<file path="src/rtl/neuron_pkg.sv">
// Shared defaults, FSM state encoding and class-index width for the argmax block.
package neuron_pkg;

  localparam int DATA_W_DEF    = 26;
  localparam int N_CLASSES_DEF = 10;
  localparam int CLASS_IDX_W   = 4;

  typedef enum logic [1:0] {
    COLLECT = 2'd0,
    COMPARE = 2'd1,
    DONE    = 2'd2
  } state_t;

endpackage

</file>
<file path="src/rtl/neuron_relu.sv">
// Combinational ReLU clamp: negative two's-complement inputs become zero.
module neuron_relu #(
  parameter int DATA_W = 26
) (
  input  logic signed [DATA_W-1:0] din,
  output logic signed [DATA_W-1:0] dout
);

  assign dout = din[DATA_W-1] ? '0 : din;

endmodule

</file>
<file path="src/rtl/neuron_argmax.sv">
// Collects one result per class, then scans serially for the largest signed value.
// Optional NEURON_ARGMAX_RELU_EN clamps each captured slice to be non-negative.
module neuron_argmax
  import neuron_pkg::*;
#(
  parameter int N_CLASSES = N_CLASSES_DEF,
  parameter int DATA_W    = DATA_W_DEF
) (
  input  logic                          clk,
  input  logic                          GlobalReset,
  input  logic [N_CLASSES*DATA_W-1:0]   Nrn_out,
  input  logic [N_CLASSES-1:0]          Nrn_valid,
  output logic [CLASS_IDX_W-1:0]        Class_idx,
  output logic signed [DATA_W-1:0]      Max_val,
  output logic                          Class_valid,
  output logic                          Busy,
  output logic                          Overrun
);

  localparam logic [CLASS_IDX_W-1:0] LAST_IDX = CLASS_IDX_W'(N_CLASSES - 1);

  state_t                   state, state_nxt;
  logic [N_CLASSES-1:0]     mask;
  logic signed [DATA_W-1:0] slice [N_CLASSES];
  logic signed [DATA_W-1:0] entry [N_CLASSES];
  logic [CLASS_IDX_W-1:0]   scan_idx;
  logic signed [DATA_W-1:0] best_val, cand, nxt_val;
  logic [CLASS_IDX_W-1:0]   best_idx, nxt_idx;
  logic                     scan_last, take_new;

  for (genvar k = 0; k < N_CLASSES; k++) begin : g_slice
`ifdef NEURON_ARGMAX_RELU_EN
    neuron_relu #(.DATA_W(DATA_W)) u_relu (
      .din  (Nrn_out[k*DATA_W +: DATA_W]),
      .dout (slice[k])
    );
`else
    assign slice[k] = Nrn_out[k*DATA_W +: DATA_W];
`endif
  end

  always_ff @(posedge clk or posedge GlobalReset) begin
    if (GlobalReset) state <= COLLECT;
    else             state <= state_nxt;
  end

  always_comb begin
    state_nxt = state;
    case (state)
      COLLECT: if (&mask)     state_nxt = COMPARE;
      COMPARE: if (scan_last) state_nxt = DONE;
      DONE:                   state_nxt = COLLECT;
      default:                state_nxt = COLLECT;
    endcase
  end

  // Capture stage: last write per class wins while collecting
  always_ff @(posedge clk or posedge GlobalReset) begin
    if (GlobalReset) begin
      mask <= '0;
      for (int k = 0; k < N_CLASSES; k++) entry[k] <= '0;
    end else if (state == COLLECT) begin
      for (int k = 0; k < N_CLASSES; k++) begin
        if (Nrn_valid[k]) begin
          entry[k] <= slice[k];
          mask[k]  <= 1'b1;
        end
      end
    end else if (state == DONE) begin
      mask <= '0;
    end
  end

  always_comb begin
    cand = '0;
    for (int k = 0; k < N_CLASSES; k++) begin
      if (scan_idx == CLASS_IDX_W'(k)) cand = entry[k];
    end
  end

  // Strict greater-than keeps the lower index on ties
  assign scan_last = (scan_idx == LAST_IDX);
  assign take_new  = (scan_idx == '0) || (cand > best_val);
  assign nxt_val   = take_new ? cand : best_val;
  assign nxt_idx   = take_new ? scan_idx : best_idx;

  // Compare stage: one entry per cycle, result latched on the last entry
  always_ff @(posedge clk or posedge GlobalReset) begin
    if (GlobalReset) begin
      scan_idx  <= '0;
      best_val  <= '0;
      best_idx  <= '0;
      Class_idx <= '0;
      Max_val   <= '0;
      Overrun   <= 1'b0;
    end else begin
      if (state == COLLECT) begin
        scan_idx <= '0;
      end else if (state == COMPARE) begin
        scan_idx <= scan_idx + 1'b1;
        best_val <= nxt_val;
        best_idx <= nxt_idx;
        if (scan_last) begin
          Class_idx <= nxt_idx;
          Max_val   <= nxt_val;
        end
      end
      if ((state != COLLECT) && (|Nrn_valid)) Overrun <= 1'b1;
    end
  end

  assign Class_valid = (state == DONE);
  assign Busy        = (state != COLLECT);

endmodule

</file>
<file path="config.mk">
export PLATFORM = sky130hd
export DESIGN_NAME = neuron_argmax
export DESIGN_NICKNAME = d
export VERILOG_FILES = /design/src/rtl/neuron_pkg.sv /design/src/rtl/neuron_relu.sv /design/src/rtl/neuron_argmax.sv
export SDC_FILE = /design/constraint.sdc
export NUM_CORES = 1
export LEC_CHECK = 0
export ABC_AREA = 1
export BUFFER_PORTS_ARGS = -buffer_cell sky130_fd_sc_hd__clkbuf_2
export CAP_MARGIN = 20
export CORE_MARGIN = 4
export CORE_UTILIZATION = 31
export DETAILED_ROUTE_END_ITERATION = 16
export PLACE_DENSITY_LB_ADDON = 0.3
export REMOVE_ABC_BUFFERS = 1
export SYNTH_ARGS = -nofsm -noshare
export SYNTH_HDL_FRONTEND = slang
export SYNTH_SLANG_ARGS = --single-unit
</file>
<file path="constraint.sdc">
create_clock -name clk -period 14.65 [get_ports clk]
set_input_delay 2.93 -clock clk [delete_from_list [all_inputs] [get_ports clk]]
set_output_delay 2.93 -clock clk [all_outputs]
set_load 0.1 [all_outputs]
</file>
## Yosys cells after proc, flatten, opt, wreduce, memory -nomap -nowiden

Cells that the tools add are included.

| cells by class | value |
|---|---|
| mux-type cells | 29 |
| bitwise logic cells | 1 |
| $add $sub $neg | 1 |
| reductions and logical operators | 32 |
| order comparisons | 1 |
| equal/unequal tests | 23 |

Operators with widths:

| operator | number |
|---|---|
| $mux W26 | 11 |
| $reduce_and A2 Y1 | 22 |
| $gt A26 B26 Y1 | 1 |
| $ne A2 B2 Y1 const B | 12 |
| $mux W10 | 2 |
| $eq A4 B3 Y1 const B | 4 |
| $mux W4 | 3 |
| $mux W1 | 10 |
| $reduce_and A10 Y1 | 1 |
| $reduce_or A10 Y1 | 1 |
| $eq A4 B2 Y1 const B | 2 |
| $eq A4 B4 Y1 const B | 2 |
| $reduce_bool A2 Y1 | 3 |
| $add A4 B1 Y4 const B | 1 |
| $eq A4 B1 Y1 const B | 1 |
| $logic_not A4 Y1 | 1 |
| $mux W2 | 2 |
| $pmux W2 S2 | 1 |
| $reduce_and A3 Y1 | 1 |
| $eq A2 B1 Y1 const B | 1 |
| $eq A2 B2 Y1 const B | 1 |
| $logic_not A2 Y1 | 1 |
| $logic_and A1 B1 Y1 | 1 |
| $logic_or A1 B1 Y1 | 1 |
| $not A1 Y1 | 1 |

| word-level totals | value |
|---|---|
| bits of input ports | 272 |
| bits in registers | 337 |
| logic and storage cells | 114 |
| output and inout port bits | 33 |

## Depth between registers and ports, before layout

Gate-level depths: netlist (run 1).

| depth | value |
|---|---|
| depth in word-level cells | 14 |
| mapped depth | 33 |
| gate-level depth less buffers | 30 |

## Least setup slack after synthesis (run 1)

Ideal clock, no wire load.

| timing path | value |
|---|---|
| path type | reg2out |
| start | reg state[1] |
| end | out Class_valid |
| setup slack | 9866 ps |
| required time | 11720 ps |
| path buffers | 0 |
| arrival time | 1854 ps |
| cell stages (with the launch flop) | 3 |
| cells stage by stage | dfrtp_1 -> inv_1 -> nor2_1 |

| between the ends | value |
|---|---|
| word-level cells in the longest chain between the ends | 1 |

RTL lines:

| element | RTL line | text |
|---|---|---|
| start, declared | neuron_argmax.sv:22 | `state_t state, state_nxt;` |
| start signal, assigned | neuron_argmax.sv:44 | `else state <= state_nxt;` |
| $eq A2 B2 Y1 | neuron_argmax.sv:112 | `assign Class_valid = (state == DONE);` |
| end, declared | neuron_argmax.sv:15 | `output logic Class_valid,` |

No other way between the ends.

## Worst setup path in the final report (run 1)

| timing path | value |
|---|---|
| start | reg scan_idx[2] |
| end | reg best_idx[2] |

| between the ends | value |
|---|---|
| word-level cells in the longest chain between the ends | 14 |
| elaborated cells on any way between the ends | 23 |
| those cells by class | order compare: 1; eq/ne: 9; mux: 11; reduce/logical: 2 |

RTL lines:

| element | RTL line | text |
|---|---|---|
| start, declared | neuron_argmax.sv:26 | `logic [CLASS_IDX_W-1:0] scan_idx;` |
| start signal, assigned | neuron_argmax.sv:100 | `scan_idx <= scan_idx + 1'b1;` |
| $logic_not A4 Y1 | neuron_argmax.sv:77, neuron_argmax.sv:83 |  |
| $mux W26 (10 in a row) | neuron_argmax.sv:77 | `if (scan_idx == CLASS_IDX_W'(k)) cand = entry[k];` |
| $gt A26 B26 Y1 | neuron_argmax.sv:83 | `assign take_new = (scan_idx == '0) \|\| (cand > best_val);` |
| $logic_or A1 B1 Y1 | neuron_argmax.sv:83 |  |
| $mux W4 * | neuron_argmax.sv:85 | `assign nxt_idx = take_new ? scan_idx : best_idx;` |
| end signal, assigned | neuron_argmax.sv:102 | `best_idx <= nxt_idx;` |
| end, declared | neuron_argmax.sv:28 | `logic [CLASS_IDX_W-1:0] best_idx, nxt_idx;` |

Mark *: on every way between the ends. The rest lies on a longest branch, timed or not.
A chain may end at the register's enable or synchronous reset.

==> results of run 1 <==
worst register-to-register path, stage by stage, from the launching register on:
cell and delay [ns]:
dfrtp_1 0.53, nor2_8 0.66, nand2_2 0.61, inv_2 0.62, nand2_1 0.11, nand3_1 0.15, nand2_1 0.08, nand2_1 0.11
nand3_1 0.09, nand3_1 0.20, nand2_1 0.08, inv_1 0.07, ha_1 0.24, nand2_1 0.18, a21oi_1 0.06, nor2_1 0.13
nand3_1 0.18, nand2_1 0.13, nand3b_1 0.07, nand2_1 0.08, nand2_2 0.08, nand2_4 0.28, nand2_4 0.35, o21ai_1 0.33
o21ai_1 0.10
cells in the final DEF, fill, tap and decap left out, types with 8 or more instances in the layout:
cell type  count
ha_1          30
o21ai_1       12
nand4_1       29
clkinv_2      10
o21ai_0       13
nand2_2        9
clkbuf_8       8
inv_2         10
mux2_2       260
or2_2         23
or2_1         24
a21oi_1       12
or2_0         26
nor2_1        20
nand3_1      206
nand2_1      493
clkbuf_2     304
dfrtp_1      337
nand3_2        9
inv_1        118
buf_4         11
clkbuf_16     43
cell families (layout without fill, tap and decap cells):
group | Yosys count | in the layout | share of synthesized area [%]
buffers and inverters | 214 | 520 | 5.439
AO/OA/AOI/OAI | 44 | 44 | 1.399
adder cells (fa/ha/maj) | 30 | 30 | 2.232
multiplexers | 260 | 260 | 17.41
other | 0 | 2 | 0
AND/OR/NAND/NOR | 861 | 861 | 23.37
flip-flops | 337 | 337 | 50.15
where the power goes:
| part | switching [mW] | internal (mW) | total, mW | leakage, nW |
|---|---|---|---|---|
| combinational | 1.96 | 1.01 | 2.97 | 5.41 |
| clock | 0.413 | 0.647 | 1.06 | 0.694 |
| sequential | 0.257 | 1.40 | 1.66 | 3.97 |
| total | 2.63 | 3.06 | 5.70 | 10.1 |
path summary, 6_finish.rpt:
check,to,cells past startpoint,from
max,best_idx[2]$_DFFE_PP0P_,24,scan_idx[2]$_DFFE_PP0P_
min,Overrun$_DFFE_PP0P_,1,Overrun$_DFFE_PP0P_
max reg2reg,best_idx[2]$_DFFE_PP0P_,24,scan_idx[2]$_DFFE_PP0P_
min reg2reg,Overrun$_DFFE_PP0P_,1,Overrun$_DFFE_PP0P_
max in group asynchronous,entry[21]$_DFFE_PP0P_,3,GlobalReset
min in group asynchronous,entry[235]$_DFFE_PP0P_,2,GlobalReset
synth_stat cells, drive strengths merged:
master  count  share of area [%]
mux2      260                 17
a21o        2              0.089
nand4      29                1.1
nor3b       1              0.074
or2        73                2.7
o21bai      1              0.045
a31oi       1              0.037
nor3        5               0.22
a21boi      1              0.045
dfrtp     337                 50
clkbuf     32               0.72
nor2       27               0.83
ha         30                2.2
o22ai       1              0.037
nor4        3               0.11
o21ai      25               0.74
a21oi      12               0.36
nand2     505                 12
buf        53                1.8
nand3b      3               0.13
o21a        1              0.045
inv       129                2.9
nand3     215                6.7
final cells by class:
class	count	area [sq um]	share of cell area [%]
Antenna cell	2	5.005	0.02464
Inverter	129	491.7	2.421
Sequential cell	337	8433	41.52
Clock inverter	19	209.0	1.029
Clock buffer	56	1205	5.933
Tap cell	696	870.8	4.288
Multi-Input combinational cell	1195	7471	36.79
Timing Repair Buffer	316	1624	7.997
sequential cells by signal, indices dropped and copies added (netlist names):
signal / count
entry: 260
Max_val: 26
best_val: 26
mask: 10
Class_idx: 4
best_idx: 4
scan_idx: 4
state: 2
Overrun: 1
metrics by stage:
stage               instances  setup WS, ns  total power, mW
floorplan                1661         2.382            3.731
global placement         2673         9.177            4.599
detailed placement       2673         9.019            4.690
CTS                      2748         8.995            5.778
global route             2750         8.445            6.216
finish                   2750         9.008            5.695
metal layers:
layer / part of all wire [%] / track usage (%)
met1: 45 / 24.83
met2: 48 / 30.75
met3: 5.1 / 3.028
met4: 2.8 / 5.877
met5: 0 / 0
==> flow_metrics.tcl, run 1 <==
set metrics [dict create \
    avgSynthCellArea_sq_um 9.631 \
    initial_core_util_pct 31.25 \
    grt_pass1_wl_um 81920 \
    setup_tns_ns 0 \
    period_share_pct 38.51 \
    dpl.hpwl_um 38100 \
    wl_per_cell_um 19.56 \
    final_nets 2322 \
    cap_viol_max_count 0 \
    track_usage_pct 18.48 \
    rsz0062_at_grt "no" \
    crit_path_frequent_cell "nand2_1" \
    final_util_pct 37.74 \
    timing.hold.ws_ns 0.4662 \
    crit_type "reg2reg" \
    cts_made_buffers 41 \
    tightestPinTransition_ns 1.098 \
    clock_latency_ns 0.56 \
    post_dp_cell_area_sq_mm 0.01889 \
    grt_max_degree 161 \
    dr.pass1.iters 5 \
    cts_resized 0 \
    die_x_um 240.9 \
    peakVddDrop_mv 0.2603 \
    ctsRootBufferMaster "clkbuf_16" \
    area.growth.synth_to_final_pct 20.77 \
    crit_chain "nor2_8, nand2_2, inv_2, nand2_1, nand3_1, nand2_1, nand2_1, nand3_1, nand3_1, nand2_1, inv_1, ha_1, nand2_1, a21oi_1, nor2_1, nand3_1, nand2_1, nand3b_1, nand2_1, nand2_2, nand2_4, nand2_4, o21ai_1, o21ai_1" \
    cp_max_fo 55 \
    cp.required_ns 15.06 \
    fin_crit_ns 5.642 \
    endpoint_kind "flip-flop" \
    fmax_mhz 177.2 \
    slew_violations 0 \
    drive_gt1_share_pct 34.60 \
    post-route-drc-count 0 \
    yosysWarnings 0 \
    drt_iter0_markers 817 \
    cts_tree "done" \
    gp_congestion 0.8543 \
    final.fill_count 5402 \
    clk_pin_slew_worst_paths_ns 0.06 \
    core_sq_mm 0.05381 \
    rrSetupSlack_ns 9.01 \
    row_count 85 \
    ios 305 \
    leakagePower_nw 10.08 \
    route.vias.total 13304 \
    cp_top_family "simple AND/OR/NAND/NOR gates" \
    ys_seq_area_share_pct 50.15 \
    hold_buffers 0 \
    io_buffer_count 304 \
    overflow 0 \
    synth_cell_types 38 \
    netlist_area_sq_mm 0.01682 \
    cp-start-kind "flip-flop" \
    crit_arrival_ns 6.05 \
    p_per_area_mw_per_mm2 280.4 \
    htreeDepth 2 \
    postLayoutCellArea_sq_mm 0.02031 \
    path_buf_inv 2 \
    dieArea_sq_mm 0.05804 \
    viasPerCell 4.838 \
    fp.dieH_um 240.9 \
    fin_worst_skew_ns 0.01341 \
    cts.sinks 337 \
    setup_violations 0 \
    synth_seq_cells 337 \
    cts_buffer_depth 3 \
    antenna_left 0 \
    worst_slew_margin_rel_pct 26.80 \
    worst_path_max_delay_cell "nor2_8" \
    wirelength_um 53790 \
    status "complete, no violations" \
    hold_violations 0 \
    synthCells 1746 \
    crit_path_max_incr_delay_ns 0.66 \
    cts_setup_buffers 0 \
    antenna_found_initial 2 \
    grt_pass1_vias 13663 \
    hp-class "reg2reg" \
]
Power figures use the tool's default switching activity.
==> inputs of run 2 (changes only) <==
Clock period 14.65 ns to 5.75 ns, I/O delays scaled along.
==> run 2 against run 1 <==
Clock skew increased by 0.011 ns. First-iteration DRC count decreased by 1.3%. Critical endpoint is now best_val[25]$_DFFE_PP0P_. Die area unchanged. Via count decreased by 0.70%. Core utilization decreased by 0.081 points. Sequential power increased to 2.5 times the previous value. Combinational power increased to 2.5 times the previous value. Final cell count increased by 0.11%. Highest routed layer unchanged. Power increased to 2.5 times the previous value. Critical path depth increased by 2. Critical path type unchanged. Hold slack improved by 0.010 ns.
==> flow_metrics.tcl, run 2 (same netlist as run 1, synthesis figures left out) <==
set metrics [dict create \
    die_x_um 240.9 \
    clk_pin_slew_worst_paths_ns 0.06 \
    largest_register_ff_count 260 \
    dpl.hpwl_um 38130 \
    tightestPinTransition_ns 0.9354 \
    core_sq_mm 0.05381 \
    antenna_left 0 \
    setup_slack_ns 0.5915 \
    cts.sinks 337 \
    timing.hold.ws_ns 0.4763 \
    ios 305 \
    area.growth.synth_to_final_pct 20.51 \
    peakVddDrop_mv 0.4419 \
    cap_viol_max_count 0 \
    io_buffer_count 304 \
    cp-start-kind "flip-flop" \
    multi_input_area_sq_mm 0.007471 \
    endpoint_kind "flip-flop" \
    pre_cts_slack_ns 0.5452 \
    worst_path_max_delay_cell "nor2_4" \
    seqCellArea_sq_mm 0.008433 \
    cts_made_buffers 41 \
    postLayoutCellArea_sq_mm 0.02027 \
    hp-class "reg2reg" \
    hold_violations 0 \
    wirelength_um 54020 \
    mostFrequentLayoutCells "nand2_1, dfrtp_1, clkbuf_2" \
    fmax_mhz 193.9 \
    grt_max_degree 126 \
    dr.pass1.iters 5 \
    worst_slew_margin_rel_pct 37.42 \
    dieArea_sq_mm 0.05804 \
    cts_setup_buffers 0 \
    fp.dieH_um 240.9 \
    dpl.cell_count 2676 \
    cts_resized 0 \
    post-route-drc-count 0 \
    crit_start "scan_idx[1]$_DFFE_PP0P_" \
    grt_pass1_wl_um 81410 \
    rsz0062_at_grt "no" \
    status "complete, no violations" \
    route.vias.total 13211 \
    post_dp_cell_area_sq_mm 0.01893 \
    gp_congestion 0.8199 \
    layout_commonest_cell "nand2_1" \
    grt_pass1_vias 13643 \
    crit_path_frequent_cell "nand2_1" \
    drive_gt1_share_pct 34.49 \
    path_buf_inv 4 \
    antenna_found_initial 4 \
    fin_crit_ns 5.158 \
    cp.required_ns 6.19 \
    overflow 0 \
    hold_buffers 0 \
    setup_violations 0 \
    cp_top_family "simple AND/OR/NAND/NOR gates" \
    ctsRootBufferMaster "clkbuf_16" \
    clock_latency_ns 0.57 \
    wl_per_cell_um 19.62 \
    row_count 85 \
    htreeDepth 2 \
    cts_tree "done" \
    track_usage_pct 18.44 \
    initial_core_util_pct 31.25 \
    final_nets 2325 \
    cts_buffer_depth 3 \
    final_cell_count_no_fill 2753 \
    hold_start "Overrun$_DFFE_PP0P_" \
    cp_max_fo 34 \
    drt_iter0_markers 806 \
    leakagePower_nw 10.06 \
    period_share_pct 89.71 \
    p_per_area_mw_per_mm2 710.5 \
    largest-register "entry" \
    viasPerCell 4.799 \
    fin_worst_skew_ns 0.02446 \
    crit_path_max_incr_delay_ns 0.68 \
    timing.rr.start "scan_idx[1]$_DFFE_PP0P_" \
    slew_violations 0 \
    final.fill_count 5463 \
    setup_tns_ns 0 \
    crit_arrival_ns 5.60 \
    top_regs "entry: 260 flops, Max_val: 26 flops, best_val: 26 flops" \
    crit_type "reg2reg" \
]
## run 2: cell count changes in the layout (fill, tap and decap cells not counted), moves of 2 or more
cell / delta
clkinvlp_4: -3
clkbuf_1: +3
buf_4: +2
clkbuf_16: -2
inv_6: +2
diode_2: +2
## run 2: path summary, 6_finish.rpt
kind	endpoint	slack [ns]	depth (start not counted)
worst max-delay path	best_val[25]$_DFFE_PP0P_	0.59	26
min in group asynchronous	entry[215]$_DFFE_PP0P_	0.74	2
max in group asynchronous	best_val[18]$_DFFE_PP0P_	3.76	3
worst min register to register	Overrun$_DFFE_PP0P_	0.48	1
worst max register to register	best_val[25]$_DFFE_PP0P_	0.59	26
worst min-delay path	Overrun$_DFFE_PP0P_	0.48	1
## run 2: stage by stage
stage | power, mW | util, %
4_1_cts | 14.63 | 37.64
3_5_place_dp | 11.97 | 35.17
5_1_grt | 15.63 | 37.65
6_report | 14.40 | 37.66
3_3_place_gp | 11.78 | 35.17
2_1_floorplan | 9.506 | -
## run 2: metal layers
layer | up-vias | GRT usage [%] | wire, um
li1 | 6300 | - | -
met1 | 6472 | 24.89 | 24300
met2 | 362 | 30.12 | 25310
met3 | 77 | 3.931 | 3025
met4 | 0 | 5.338 | 1385
met5 | - | 0 | 0
## run 2: final cells by class
type,instances,share of cell area (%)
sequential,337,41.61
multi-input combinational,1195,36.86
timing repair buffer,319,8.187
clock buffer,56,5.686
tap,696,4.297
inverter,129,2.426
clock inverter,17,0.8767
antenna,4,0.04939
## run 2: report_power, final
| part | leakage, nW | internal (mW) | switching [mW] |
|---|---|---|---|
| Combinational | 5.43 | 2.58 | 4.99 |
| Sequential | 3.97 | 3.58 | 0.650 |
| Clock | 0.661 | 1.54 | 1.06 |
